File: src/rtl/dmem_arbiter.sv
// Shares one single-port data memory between the CPU load/store path (port 0) and a
// debug/DMA requester (port 1). Accesses are serialised; per-port saturating grant counters.
module dmem_arbiter #(
  parameter int ADDR_W    = 16,
  parameter int DATA_W    = 16,
  parameter int FIXED_PRI = 0,
  parameter int CNT_W     = 16
) (
  input  logic              clk,
  input  logic              reset,
  input  logic              req0,
  input  logic              req1,
  input  logic              we0,
  input  logic              we1,
  input  logic [ADDR_W-1:0] addr0,
  input  logic [ADDR_W-1:0] addr1,
  input  logic [DATA_W-1:0] wdata0,
  input  logic [DATA_W-1:0] wdata1,
  output logic              ack0,
  output logic              ack1,
  output logic [DATA_W-1:0] rdata,
  output logic [ADDR_W-1:0] mem_addr,
  output logic [DATA_W-1:0] mem_wdata,
  output logic              mem_we,
  output logic              mem_re,
  input  logic [DATA_W-1:0] mem_rdata,
  output logic              busy,
  output logic [CNT_W-1:0]  gnt_cnt0,
  output logic [CNT_W-1:0]  gnt_cnt1
);

  // state     | meaning
  // ST_IDLE   | no access in flight; arbitrate and latch the winning request
  // ST_ACCESS | single memory cycle, exactly one of mem_we / mem_re asserted
  // ST_RESP   | one-cycle ack to the winner, grant counter and pointer update
  typedef enum logic [1:0] {
    ST_IDLE   = 2'd0,
    ST_ACCESS = 2'd1,
    ST_RESP   = 2'd2
  } state_t;

  localparam logic [CNT_W-1:0] CNT_MAX = '1;
  localparam logic [CNT_W-1:0] CNT_ONE = CNT_W'(1);

  state_t              state_q, state_d;
  logic                win_q, win_d;
  logic                grant;
  logic                last_q;
  logic                we_q;
  logic [ADDR_W-1:0]   addr_q;
  logic [DATA_W-1:0]   wdata_q;
  logic [DATA_W-1:0]   rdata_q;
  logic [CNT_W-1:0]    cnt0_q, cnt1_q;

  always_comb begin
    state_d = state_q;
    win_d   = win_q;
    grant   = 1'b0;
    case (state_q)
      ST_IDLE: begin
        if (req0 || req1) begin
          grant   = 1'b1;
          state_d = ST_ACCESS;
          if (req0 && !req1)
            win_d = 1'b0;
          else if (req1 && !req0)
            win_d = 1'b1;
          else if (FIXED_PRI != 0)
            win_d = 1'b0;
          else
            win_d = ~last_q;  // contention: the port not served last wins
        end
      end
      ST_ACCESS: state_d = ST_RESP;
      ST_RESP:   state_d = ST_IDLE;
      default:   state_d = ST_IDLE;
    endcase
  end

  // Strobes and acks are gated by reset so an aborted access never reaches memory.
  assign mem_we    = (state_q == ST_ACCESS) && we_q && !reset;
  assign mem_re    = (state_q == ST_ACCESS) && !we_q && !reset;
  assign ack0      = (state_q == ST_RESP) && !win_q && !reset;
  assign ack1      = (state_q == ST_RESP) && win_q && !reset;
  assign busy      = (state_q != ST_IDLE);
  assign mem_addr  = addr_q;
  assign mem_wdata = wdata_q;
  assign rdata     = rdata_q;
  assign gnt_cnt0  = cnt0_q;
  assign gnt_cnt1  = cnt1_q;

  always_ff @(posedge clk) begin
    if (reset) begin
      state_q <= ST_IDLE;
      win_q   <= 1'b0;
      last_q  <= 1'b1;
      we_q    <= 1'b0;
      addr_q  <= '0;
      wdata_q <= '0;
      rdata_q <= '0;
      cnt0_q  <= '0;
      cnt1_q  <= '0;
    end else begin
      state_q <= state_d;
      if (grant) begin
        win_q <= win_d;
        if (win_d) begin
          we_q    <= we1;
          addr_q  <= addr1;
          wdata_q <= wdata1;
        end else begin
          we_q    <= we0;
          addr_q  <= addr0;
          wdata_q <= wdata0;
        end
      end
      if (state_q == ST_ACCESS && !we_q)
        rdata_q <= mem_rdata;
      if (state_q == ST_RESP) begin
        last_q <= win_q;
        if (win_q) begin
          if (cnt1_q != CNT_MAX) cnt1_q <= cnt1_q + CNT_ONE;
        end else begin
          if (cnt0_q != CNT_MAX) cnt0_q <= cnt0_q + CNT_ONE;
        end
      end
    end
  end

endmodule
File: config.mk
export PLATFORM = sky130hd
export DESIGN_NAME = dmem_arbiter
export DESIGN_NICKNAME = d
export VERILOG_FILES = /design/src/rtl/dmem_arbiter.sv
export SDC_FILE = /design/constraint.sdc
export NUM_CORES = 1
export LEC_CHECK = 0
export ABC_AREA = 1
export BUFFER_PORTS_ARGS = -buffer_cell sky130_fd_sc_hd__buf_4
export CAP_MARGIN = 20
export CORE_MARGIN = 5
export CORE_UTILIZATION = 48
export DETAILED_ROUTE_END_ITERATION = 7
export HOLD_SLACK_MARGIN = 0.03
export PLACE_DENSITY_LB_ADDON = 0.2
export SLEW_MARGIN = 5
export SYNTH_ARGS = -nofsm -noshare
export SYNTH_HDL_FRONTEND = slang
export SYNTH_SLANG_ARGS = --single-unit
export TNS_END_PERCENT = 1
File: constraint.sdc
create_clock -name clk -period 2.04 [get_ports clk]
set_input_delay 0.102 -clock clk [delete_from_list [all_inputs] [get_ports clk]]
set_output_delay 0.102 -clock clk [all_outputs]
set_load 0.02 [all_outputs]
# Word level (Yosys, flattened, before mapping)
# Index checks and enable logic that the tools add are counted.
[op_classes]
n_addsub = 2
n_mux = 11
eq_ne = 5
bitwise = 2
n_reduce_logical = 20
[ops]
columns = ["op", "count"]
rows = [
  ["$add A16 B1 Y16 const B", 2],
  ["$mux W16", 2],
  ["$ne A16 B16 Y1 const B", 2],
  ["$logic_and A1 B1 Y1", 10],
  ["$mux W1", 7],
  ["$reduce_and A3 Y1", 2],
  ["$logic_not A1 Y1", 5],
  ["$pmux W2 S2", 1],
  ["$eq A2 B1 Y1 const B", 1],
  ["$eq A2 B2 Y1 const B", 1],
  ["$logic_not A2 Y1", 1],
  ["$mux W2", 1],
  ["$ne A2 B2 Y1 const B", 1],
  ["$not A1 Y1", 2],
  ["$reduce_bool A2 Y1", 1],
  ["$logic_or A1 B1 Y1", 1],
]
[totals]
out_inout_bits = 85
word_cells = 49
regBits = 85
inputBits = 86

# Logic depth before layout (Yosys ltp)
[depth]
depth_word = 7
depth_mapped = 11
depth_no_buf = 10

# Worst setup path after synthesis
# Ideal clock, no wire load.
[synth_timing]
kind = "register to register"
from = "register cnt1_q[1] (netlist: gnt_cnt1[1])"
to = "register cnt1_q[11] (netlist: gnt_cnt1[11])"
t_required_ns = 1.901
t_arrival_ns = 1.500
path_buffers = 1
setup_time_ns = 0.139
path_slack_ns = 0.401
stages_incl_launch_ff = 10
period_less_slack_ns = 1.639
cell_sequence = "dfxtp_1 -> ha_1 -> nand3_2 -> inv_2 -> nand2_4 -> nor2_1 -> nor2_4 -> buf_6 -> nand2_1 -> a21oi_2"
[synth_via]
elab_chain_len = 2
word_cells_on_any_way = 3
cone_classes = "add/sub: 1; eq/ne: 1; reduce/logical: 1"
[synth_lines]
columns = ["element", "line_no", "source"]
rows = [
  ["from (decl)", "53", "logic [CNT_W-1:0] cnt0_q, cnt1_q;"],
  ["from (signal assigned)", "122", "if (cnt1_q != CNT_MAX) cnt1_q <= cnt1_q + CNT_ONE;"],
  ["branches (longest 2 deep; another with $add A16 B1 Y16)", "--", ""],
]
# Parallel ways; which one is timed is not known.
# A chain may end at the register's enable or synchronous reset.

# Final worst setup path
[layout_timing]
from = "register cnt1_q[1] (netlist: gnt_cnt1[1])"
to = "register cnt1_q[7] (netlist: gnt_cnt1[7])"
# Same word-level chain as after synthesis.

==> results.cfg <==
[global_route]
grt_start_max_net_pins = 67
antenna_found_initial = 0
overflow = 0
grt_pass1_vias = 4242
grtUsageTotal_pct = 22.0
grt_pass1_wl_um = 19000

[worst_hold_path]
hold_path_class = input pin to flop
holdPathStages = 3

[placement]
place_congestion = 0.851
hpwl_um = 8520
placement.io_buffers = 170

[clock_tree]
clock_latency_ns = 0.35
cts.sinks = 85
cts_tree = built
cts_max_level = 3
ctsResizeCount = 0
clk_transition_reported_paths_ns = 0.09
clockBufferDepth = 2
post_cts_buffers = 0
numCtsBuffers = 9
cts_root_buffer = clkbuf_8

[setup_path]
crit_path_start = gnt_cnt1[1]$_SDFFE_PP0P_
cp-start-kind = flop
cp_cell_sequence = ha_1 -> nand3_2 -> inv_2 -> nand2_4 -> o21ai_4 -> nand2_1 -> a21oi_2
critPathMaxFanout = 15
slowest_delay_ns = 0.41
crit_type = flop to flop
required_ns = 2.32
cpMaxStageDelayCell = dfxtp_1
r2r-start = gnt_cnt1[1]$_SDFFE_PP0P_
rrSetupSlack_ns = 0.32
r2r-end = gnt_cnt1[7]$_SDFFE_PP0P_
endpoint_kind = flop
arrival_ns = 1.99
reg2regPathDepth = 7
endpoint = gnt_cnt1[7]$_SDFFE_PP0P_

[route]
routedWlPerCell_um = 13.1
vias = 4423
vias_per_cell = 4.96
firstDrtPassIters = 5
wirelength_um = 11600
drcViolationCount = 0
ant_nets = 0
drtIter0Drc = 159

[logic_synthesis]
yosys_register_bits = 85
synth.net_count = 694
netlist.area_leader.share_pct = 41.1
syn_inst = 606
syn_avg_cell_area_um2 = 6.84
synth-warning-count = 0
synth_area_leaders = dfxtp_1 41%, nand2_1 13%, o21ai_0 9.9%, a21oi_1 7.4%, inv_1 6.8%
synth_compound_area_share_pct = 21.6
ys_types = 29
synthSimpleGateAreaFrac_pct = 23.6
synth_top_family_by_area = simple AND/OR/NAND/NOR gates
synth_top_area_cell = dfxtp_1
synthMuxAreaShare_pct = 0
yosys.area_share.xor_xnor_pct = 2.54
syn-cell-area_um2 = 4140
synthAdderAreaFrac_pct = 0.604
seq_area_frac_synth_pct = 41.1

[timing]
tightestPinTransition_ns = 0.550
clock_skew_ns = 0.0113
setup_tns_ns = 0
hold_viol_final = 0
period_share_pct = 84.1
rsz0062_at_grt = false
drv_slew = 0
fin_crit_ns = 1.72
clock.fmax_mhz = 583
relSlewSlack_pct = 63.3
setup_viol = 0

[floorplan]
core-area_um2 = 8300
num_rows = 33
die_area_um2 = 10600
fp.dieW_um = 103
io_pins = 171
die_y_um = 103
start_util_pct = 49.9

[power_and_ir_drop]
peakVddDrop_v = 0.000373
p_per_area_nw_per_um2 = 692
power_leakage_nw = 2.66

[finish]
syn_to_final_growth_pct = 40.8
drive_gt1_share_pct = 28.4
diodes = 0
fin_nets = 869
final_common_cell = buf_4
mostFrequentLayoutCells = 179 x buf_4, 141 x nand2_1, 85 x dfxtp_1
utilization_pct = 70.3

[status]
status = completed

[flow_run]
cap_viol_max_count = 0
==> state kept, by name, indices dropped and copies added, names as in the netlist, named ones only <==
name,count
rdata,16
gnt_cnt0,16
last_q,1
gnt_cnt1,16
state_q,2
mem_wdata,16
mem_addr,16
we_q,1
==> power by group <==
| group | switching (W) | internal [W] | total, W |
|---|---|---|---|
| clock | 0.000611 | 0.000688 | 0.00130 |
| combinational | 0.000504 | 0.000387 | 0.000891 |
| sequential | 0.0000659 | 0.00178 | 0.00185 |
==> layout make-up <==
cell class              count  area, um^2
clock buffers              10         128
multi-input cells         413        2000
inverters                  78         293
fillers                   675        2460
repair buffers            194        1490
clock inverters             6        87.6
flip-flops and latches     85        1700
well taps                 105         131
==> Yosys cell counts <==
cell        n
nand2_1   141
nor4_1      1
inv_1      75
o21ai_4     2
and2_2      1
xor2_1      5
a21oi_2    10
inv_2       3
nor2_2      3
o21ai_0    82
xnor2_1     7
nand2_2     4
o21ai_1     8
a21oi_1    61
clkbuf_1   19
nand3_2     1
a31oi_1     1
o21bai_2    1
buf_4       4
ha_1        2
nor3_1      4
nand2_4     1
nor2_1     54
dfxtp_1    85
nor2_4      3
nand4_1     6
nand3_1    15
buf_2       5
buf_6       2
==> worst min-delay path by stage <==
| stage | from | end | slack (ns) |
|---|---|---|---|
| CTS | addr1[1] | mem_addr[1]$_SDFFE_PP0P_ | 0.03 |
| floorplan | wdata1[1] | mem_wdata[1]$_SDFFE_PP0P_ | 0.29 |
| global route | mem_rdata[2] | rdata[2]$_SDFFE_PP0P_ | 0.04 |
| detailed placement | wdata1[8] | mem_wdata[8]$_SDFFE_PP0P_ | 0.38 |
| finish | mem_rdata[4] | rdata[4]$_SDFFE_PP0P_ | 0.04 |
| global placement | wdata1[7] | mem_wdata[7]$_SDFFE_PP0P_ | 0.37 |
==> metrics by stage <==
stage               cell area (um^2)  power [W]  hold WS (ns)  std cells  setup slack, ns
finish                          5840    0.00404        0.0427        891            0.324
global route                    5840    0.00423        0.0395        891            0.181
CTS                             5840    0.00406        0.0310        891            0.330
detailed placement              5470    0.00275         0.382        860            0.363
global placement                5470    0.00273         0.372        860            0.437
floorplan                       4140    0.00236         0.285        606            0.401
==> per-layer routing <==
layer,up-vias,track usage [%],routed length [um]
li1,2278,-,-
met1,1980,26.6,4690
met2,147,36.6,5640
met3,18,8.25,1050
met4,0,6.77,250
met5,-,0,0
==> cells by family (layout without fill, tap and decap cells) <==
logic type / Yosys count / after routing
AND/OR/NAND/NOR: 234 / 234
AO/OA/AOI/OAI: 165 / 165
buffers and inverters: 108 / 288
flip-flops: 85 / 85
XOR/XNOR: 12 / 12
adder cells (fa/ha/maj): 2 / 2
==> what timing repair did <==
action / 4_1_cts / 5_1_grt
endpoints found under the setup margin: 0 / 0
hold buffers: 15 / 0
hold endpoints to repair: 15 / 0
==> critical path, delay by kind of cell, from the launching register on <==
family / cells / cell delay, ns
and+or+nand+nor: 3 / 0.31
DFF: 1 / 0.41
buffers and inverters: 1 / 0.11
AOI/OAI and AO/OA: 2 / 0.57
adders and majority gates: 1 / 0.26
No activity file was read; power rests on OpenSTA's default activity.
